$ cat src/rtl/sine_cfg_sched_pkg.sv
// Shared constants, FSM encoding and wrap-aware step helpers for the
// DDS configuration scheduler.
package sine_cfg_sched_pkg;

  localparam logic [4:0] FREQ_MIN = 5'd1;
  localparam logic [4:0] FREQ_MAX = 5'd30;
  localparam logic [4:0] AMP_MIN  = 5'd10;
  localparam logic [4:0] AMP_MAX  = 5'd20;

  typedef enum logic [1:0] {
    IDLE   = 2'd0,
    ROM_RD = 2'd1,
    LOAD   = 2'd2,
    DWELL  = 2'd3
  } state_t;

  // Frequency index +1 with wrap FREQ_MAX -> FREQ_MIN
  function automatic logic [4:0] freq_up(input logic [4:0] f);
    return (f >= FREQ_MAX) ? FREQ_MIN : f + 5'd1;
  endfunction

  // Frequency index -1 with wrap FREQ_MIN -> FREQ_MAX
  function automatic logic [4:0] freq_dn(input logic [4:0] f);
    return (f <= FREQ_MIN) ? FREQ_MAX : f - 5'd1;
  endfunction

  // Amplitude code +1 with wrap AMP_MAX -> AMP_MIN
  function automatic logic [4:0] amp_up(input logic [4:0] a);
    return (a >= AMP_MAX) ? AMP_MIN : a + 5'd1;
  endfunction

endpackage

$ cat src/rtl/sine_cfg_sched_dwell_timer.sv
// Sweep dwell counter: counts 0..DWELL_CYC-1 while enabled and emits a
// one-cycle terminal-count pulse on the last count.
module sine_cfg_sched_dwell_timer
  import sine_cfg_sched_pkg::*;
#(
  parameter int DWELL_CYC = 50_000_000
) (
  input  logic clk,
  input  logic rst_n,
  input  logic clr,
  input  logic en,
  output logic tc
);

  localparam int CW = (DWELL_CYC > 1) ? $clog2(DWELL_CYC) : 1;
  localparam logic [CW-1:0] LAST = CW'(DWELL_CYC - 1);

  logic [CW-1:0] cnt;

  assign tc = en && (cnt == LAST);

  // Count while enabled; restart on clear or after the terminal count
  always_ff @(posedge clk) begin
    if (!rst_n || clr || tc) cnt <= '0;
    else if (en)             cnt <= cnt + 1'b1;
  end

endmodule

$ cat src/rtl/sine_cfg_sched.sv
// Configuration scheduler for the DDS sine path: turns key pulses into a
// (frequency, amplitude, gain) set, fetches the gain from the calibration
// ROM and offers the set to the DDS over valid/ready. Also runs the
// auto-sweep across all frequency indices.
module sine_cfg_sched
  import sine_cfg_sched_pkg::*;
#(
  parameter int ROM_LAT   = 2,
  parameter int DWELL_CYC = 50_000_000
) (
  input  logic        clk,
  input  logic        rst_n,
  input  logic        key_up,
  input  logic        key_dn,
  input  logic        key_amp,
  input  logic        key_mode,
  output logic [4:0]  rom_addr,
  input  logic [10:0] rom_data,
  output logic [4:0]  cfg_freq,
  output logic [4:0]  cfg_amp,
  output logic [10:0] cfg_gain,
  output logic        cfg_valid,
  input  logic        cfg_ready,
  output logic [4:0]  disp_freq,
  output logic [4:0]  disp_amp,
  output logic        sweep_on,
  output logic        busy
);

  localparam int RCW = (ROM_LAT > 0) ? $clog2(ROM_LAT + 1) : 1;
  localparam logic [RCW-1:0] RD_LAST = RCW'(ROM_LAT);

  state_t         state, state_nxt;
  logic [RCW-1:0] rd_cnt;
  logic           boot, boot_nxt;
  logic           pend_mode, pend_up, pend_dn, pend_amp;
  logic           pm_nxt, pu_nxt, pd_nxt, pa_nxt;
  logic           e_mode, e_up, e_dn, e_amp, freq_chg;
  logic [4:0]     freq_nxt, amp_nxt;
  logic           sweep_nxt, rd_start, xfer, rd_done, dwell_tc;

  // A key counts if it is live this cycle or was latched while busy
  assign e_mode   = key_mode | pend_mode;
  assign e_up     = key_up   | pend_up;
  assign e_dn     = key_dn   | pend_dn;
  assign e_amp    = key_amp  | pend_amp;
  assign freq_chg = !sweep_on && (e_up ^ e_dn);
  assign rd_done  = (state == ROM_RD) && (rd_cnt == RD_LAST);

  assign cfg_valid = (state == LOAD);
  assign busy      = (state == ROM_RD) || (state == LOAD);

  sine_cfg_sched_dwell_timer #(.DWELL_CYC(DWELL_CYC)) u_dwell (
    .clk   (clk),
    .rst_n (rst_n),
    .clr   (state != DWELL),
    .en    (state == DWELL),
    .tc    (dwell_tc)
  );

  // Next-state, key servicing and pending-flag bookkeeping
  always_comb begin
    state_nxt = state;
    boot_nxt  = boot;
    freq_nxt  = cfg_freq;
    amp_nxt   = cfg_amp;
    sweep_nxt = sweep_on;
    pm_nxt    = e_mode;
    pu_nxt    = e_up;
    pd_nxt    = e_dn;
    pa_nxt    = e_amp;
    rd_start  = 1'b0;
    xfer      = 1'b0;
    case (state)
      IDLE, DWELL: begin
        if (boot) begin
          // Power-up configuration is always fetched and loaded
          boot_nxt  = 1'b0;
          state_nxt = ROM_RD;
          rd_start  = 1'b1;
        end else if (e_mode) begin
          pm_nxt    = 1'b0;
          sweep_nxt = !sweep_on;
          if (!sweep_on) begin
            // Entering sweep: restart at the lowest index, fold in any amp step
            pu_nxt   = 1'b0;
            pd_nxt   = 1'b0;
            freq_nxt = FREQ_MIN;
            if (e_amp) begin
              amp_nxt = amp_up(cfg_amp);
              pa_nxt  = 1'b0;
            end
            state_nxt = ROM_RD;
            rd_start  = 1'b1;
          end else begin
            // Leaving sweep keeps the index; other keys wait one cycle
            state_nxt = IDLE;
          end
        end else begin
          // Up+dn together, or up/dn in sweep, are simply dropped
          pu_nxt = 1'b0;
          pd_nxt = 1'b0;
          pa_nxt = 1'b0;
          if (freq_chg) freq_nxt = e_up ? freq_up(cfg_freq) : freq_dn(cfg_freq);
          if (e_amp)    amp_nxt  = amp_up(cfg_amp);
          if (freq_chg) begin
            state_nxt = ROM_RD;
            rd_start  = 1'b1;
          end else if (e_amp) begin
            state_nxt = LOAD;
          end else if (state == DWELL && dwell_tc) begin
            freq_nxt  = freq_up(cfg_freq);
            state_nxt = ROM_RD;
            rd_start  = 1'b1;
          end
        end
      end
      ROM_RD: begin
        if (rd_done) state_nxt = LOAD;
      end
      LOAD: begin
        if (cfg_ready) begin
          xfer      = 1'b1;
          state_nxt = sweep_on ? DWELL : IDLE;
        end
      end
      default: state_nxt = IDLE;
    endcase
  end

  // FSM state and control flags
  always_ff @(posedge clk) begin
    if (!rst_n) begin
      state     <= IDLE;
      boot      <= 1'b1;
      sweep_on  <= 1'b0;
      pend_mode <= 1'b0;
      pend_up   <= 1'b0;
      pend_dn   <= 1'b0;
      pend_amp  <= 1'b0;
      rd_cnt    <= '0;
    end else begin
      state     <= state_nxt;
      boot      <= boot_nxt;
      sweep_on  <= sweep_nxt;
      pend_mode <= pm_nxt;
      pend_up   <= pu_nxt;
      pend_dn   <= pd_nxt;
      pend_amp  <= pa_nxt;
      if (rd_start)              rd_cnt <= '0;
      else if (state == ROM_RD)  rd_cnt <= rd_cnt + 1'b1;
    end
  end

  // Pending config, ROM address/gain capture and display registers
  always_ff @(posedge clk) begin
    if (!rst_n) begin
      cfg_freq  <= FREQ_MIN;
      cfg_amp   <= AMP_MIN;
      cfg_gain  <= '0;
      rom_addr  <= '0;
      disp_freq <= FREQ_MIN;
      disp_amp  <= AMP_MIN;
    end else begin
      cfg_freq <= freq_nxt;
      cfg_amp  <= amp_nxt;
      if (rd_start) rom_addr <= freq_nxt - 5'd1;
      if (rd_done)  cfg_gain <= rom_data;
      if (xfer) begin
        disp_freq <= cfg_freq;
        disp_amp  <= cfg_amp;
      end
    end
  end

endmodule

$ cat config.mk
export PLATFORM = sky130hd
export DESIGN_NAME = sine_cfg_sched
export DESIGN_NICKNAME = d
export VERILOG_FILES = /design/src/rtl/sine_cfg_sched_pkg.sv /design/src/rtl/sine_cfg_sched_dwell_timer.sv /design/src/rtl/sine_cfg_sched.sv
export SDC_FILE = /design/constraint.sdc
export NUM_CORES = 1
export LEC_CHECK = 0
export ABC_CLOCK_PERIOD_IN_PS = 2780
export CAP_MARGIN = 20
export CORE_AREA = 8 8 89 91
export DETAILED_ROUTE_END_ITERATION = 6
export DIE_AREA = 0 0 97 99
export GPL_TIMING_DRIVEN = 0
export PLACE_DENSITY_LB_ADDON = 0.1
export SYNTH_ARGS = -nofsm -noshare
export SYNTH_HDL_FRONTEND = slang
export SYNTH_SLANG_ARGS = --single-unit
export TNS_END_PERCENT = 20
$ cat constraint.sdc
create_clock -name clk -period 2.78 [get_ports clk]
set_input_delay 0.417 -clock clk [delete_from_list [all_inputs] [get_ports clk]]
set_output_delay 0.417 -clock clk [all_outputs]
set_load 0.01 [all_outputs]
==> flow_metrics.tcl <==
set metrics [dict create \
    syn_nets 442 \
    cts_buffer_depth 2 \
    tns_ns 0 \
    finalPower_uw 3280 \
    timing.final.crit_share_pct 94.2 \
    clkTransAtPathRegs_ns 0.07 \
    syn-cell-area_mm2 0.00338 \
    critPathBufInv 1 \
    synth_top_family_by_area "simple AND/OR/NAND/NOR gates" \
    hold_depth 2 \
    tightest_slew_ns 0.603 \
    ioPinCount 57 \
    final_common_cell "dfxtp_1" \
    gp_congestion 0.878 \
    crit_slowest_cell "dfxtp_1" \
    ant_nets 0 \
    synth-xor-area-share_pct 8.03 \
    max_stage_delay_ns 0.54 \
    cp.arrival_ns 2.87 \
    fin_cells 566 \
    crit_path_max_fanout 10 \
    viasPerCell 5.42 \
    area_growth_pct 27.3 \
    synthArstFlopShare_pct 0 \
    hold_path.class "reg -> reg" \
    grt_use_met3_pct 6.09 \
    mostFrequentLayoutCells "dfxtp_1, nand2_1, nor2_1" \
    yosysWarnings 0 \
    wirelength_mm 8.04 \
    max_cap_violations 0 \
    min_period_ns 2.62 \
    drt-pass1-iter-count 4 \
    dieArea_mm2 0.00960 \
    slew_headroom_pct 59.1 \
    initial_core_util_pct 51.5 \
    crit_path_start_kind "flip-flop" \
    cp_top_family "compound AO/OA/AOI/OAI gates" \
    grt_max_degree 13 \
    insertion_delay_ns 0.34 \
    die_h_um 99 \
    synth_fa_ha_area_share_pct 4.44 \
    worst_hold_startpoint "cfg_gain[4]" \
    endpoint_kind "flip-flop" \
    drive_above_1_share_pct 6.38 \
    n_antenna_cell 0 \
    gr-usage-met1_pct 18.3 \
    ir_drop_mv 0.459 \
    htreeDepth 3 \
    crit_type "reg -> reg" \
    first_iter_violations 195 \
    core_mm2 0.00657 \
    synthSimpleGateAreaFrac_pct 27.3 \
    synth-compound-area-share_pct 13.2 \
    fin_nets 511 \
    grt_util_met2_pct 29.8 \
    cp.required_ns 3.03 \
    skew_ns 0.00982 \
    p_leak_uw 0.00158 \
    reg2reg_from "cfg_freq[0]" \
    netlist_instances 412 \
    hold_buffers 0 \
    rr_endpoint "rom_addr[3]" \
    power.density_mw_per_mm2 762 \
    grt-busiest-layer "met2" \
    drc 0 \
    slew_viol_final 0 \
    hold_viol 0 \
    ys.flop_type "dfxtp_1" \
    rsz0062_at_grt "false" \
    num_vias 3067 \
    synth.mux.area_fraction_pct 0.888 \
    whs_ns 0.455 \
    clock-sinks 72 \
    hold_path_end "cfg_gain[4]" \
    grt_overflow 0 \
    hpwl_mm 5.99 \
    avgSynthCellArea_um2 8.21 \
    crit_chain "inv_1 > ha_1 > o2111ai_1 > o311a_1 > o21ai_0 > o221ai_1 > a32oi_2 > a31o_1 > a311oi_1" \
    fmax_ghz 0.382 \
    ff2ff_setup_slack_ns 0.16 \
    ys_seq_elements 72 \
    root_buffer "clkbuf_8" \
    track_usage_pct 16.9 \
    status "finished clean" \
    grt_pass1_wl_mm 13.7 \
    cts_tree "done" \
    cts-buffers-inserted 9 \
    setup_viol 0 \
    dp.cells 548 \
    row_count 30 \
    ys_types 54 \
    grt_antenna_before_repair 0 \
    seq_area_frac_synth_pct 42.6 \
    r2r_cells 9 \
    die_w_um 97 \
    synth-edff-count 0 \
    wl_per_cell_um 14.2 \
    grt_pass1_vias 2999 \
    port_buffers 56 \
]
-- worst reg2reg max path, stage by stage (launching register included) --
cell and delay, ns:
dfxtp_1 0.54, inv_1 0.19, ha_1 0.27, o2111ai_1 0.35, o311a_1 0.22, o21ai_0 0.08, o221ai_1 0.13, a32oi_2 0.24
a31o_1 0.27, a311oi_1 0.24
-- stage by stage --
| step | setup WS (ns) | util [%] | area (um^2) |
|---|---|---|---|
| 2_1_floorplan | 0.359 | - | 3380 |
| 3_3_place_gp | -0.0304 | 61.6 | 4040 |
| 3_5_place_dp | -0.105 | 61.6 | 4040 |
| 4_1_cts | 0.101 | 65.1 | 4270 |
| 5_1_grt | 0.00741 | 65.6 | 4310 |
| 6_report | 0.161 | 65.6 | 4310 |
-- flip-flops by register name (all words and copies together) (netlist names) --
name	cells
state	2
cfg_amp	5
disp_freq	5
rd_cnt	2
pend_amp	1
pend_up	1
disp_amp	5
pend_dn	1
boot	1
cfg_gain	11
rom_addr	5
u_dwell.cnt	26
sweep_on	1
pend_mode	1
cfg_freq	5
-- cell usage after synthesis, types with 2 or more instances --
master	number	area, um^2
nor2b_1	4	25.0
nor4_1	3	18.8
nand4_1	7	43.8
and2_1	5	31.3
xnor2_1	11	96.3
clkbuf_1	15	56.3
and3_1	7	43.8
ha_1	12	150
nand2_1	68	255
a21o_1	2	15.0
nor3_1	12	60.1
inv_1	12	45.0
o211ai_1	4	30.0
a211oi_1	3	22.5
o21ai_0	12	60.1
and4_1	6	52.6
mux2i_1	3	30.0
nor2_1	57	214
a21oi_1	27	135
nand3_1	13	65.1
dfxtp_1	72	1440
xor2_1	20	175
nor4bb_1	2	20.0
o21ai_1	2	10.0
a211o_1	2	17.5
nand2b_1	2	12.5
o221ai_1	2	17.5
-- report_power, final --
part           switching (uW)  total (uW)  internal, uW
Combinational             621        1140           517
Sequential               96.2        1240          1140
Clock                     386         902           516
-- metal layers --
layer | vias to the layer above | wire, um
li1 | 1554 | -
met1 | 1422 | 3460
met2 | 79 | 4040
met3 | 12 | 435
met4 | 0 | 110
met5 | - | 0
-- worst max-delay path by stage --
stage,startpoint,end,slack (ns),cells after the start
3_3_place_gp,key_up,rom_addr[3],-0.03,9
4_1_cts,state[0],rom_addr[4],0.10,10
2_1_floorplan,state[0],rom_addr[4],0.36,10
6_report,cfg_freq[0],rom_addr[3],0.16,9
5_1_grt,state[0],rom_addr[4],0.007,10
3_5_place_dp,state[0],rom_addr[4],-0.11,10
-- area by class of cell --
class,count,area [um^2]
buffer,17,73.8
multi-input combinational,310,1840
sequential,72,1440
timing repair buffer,59,583
tap,80,100
fill,564,2260
inverter,12,45.0
clock inverter,3,46.3
clock buffer,13,179
-- cells by family (layout without fill, tap and decap cells) --
group | count (synthesis) | after routing
DFF | 72 | 72
buffers and inverters | 30 | 104
and+or+nand+nor | 195 | 195
muxes | 3 | 3
xor gates and xnor gates | 31 | 31
AOI/OAI and AO/OA | 69 | 69
adders and majority gates | 12 | 12
-- repair_timing --
item	4_1_cts	5_1_grt
pin swaps	0	3
setup buffers	0	3
hold endpoints to repair	0	0
resized for setup	1	4
setup endpoints to repair	4	4
Note: power is estimated with default switching activity, not from simulation.
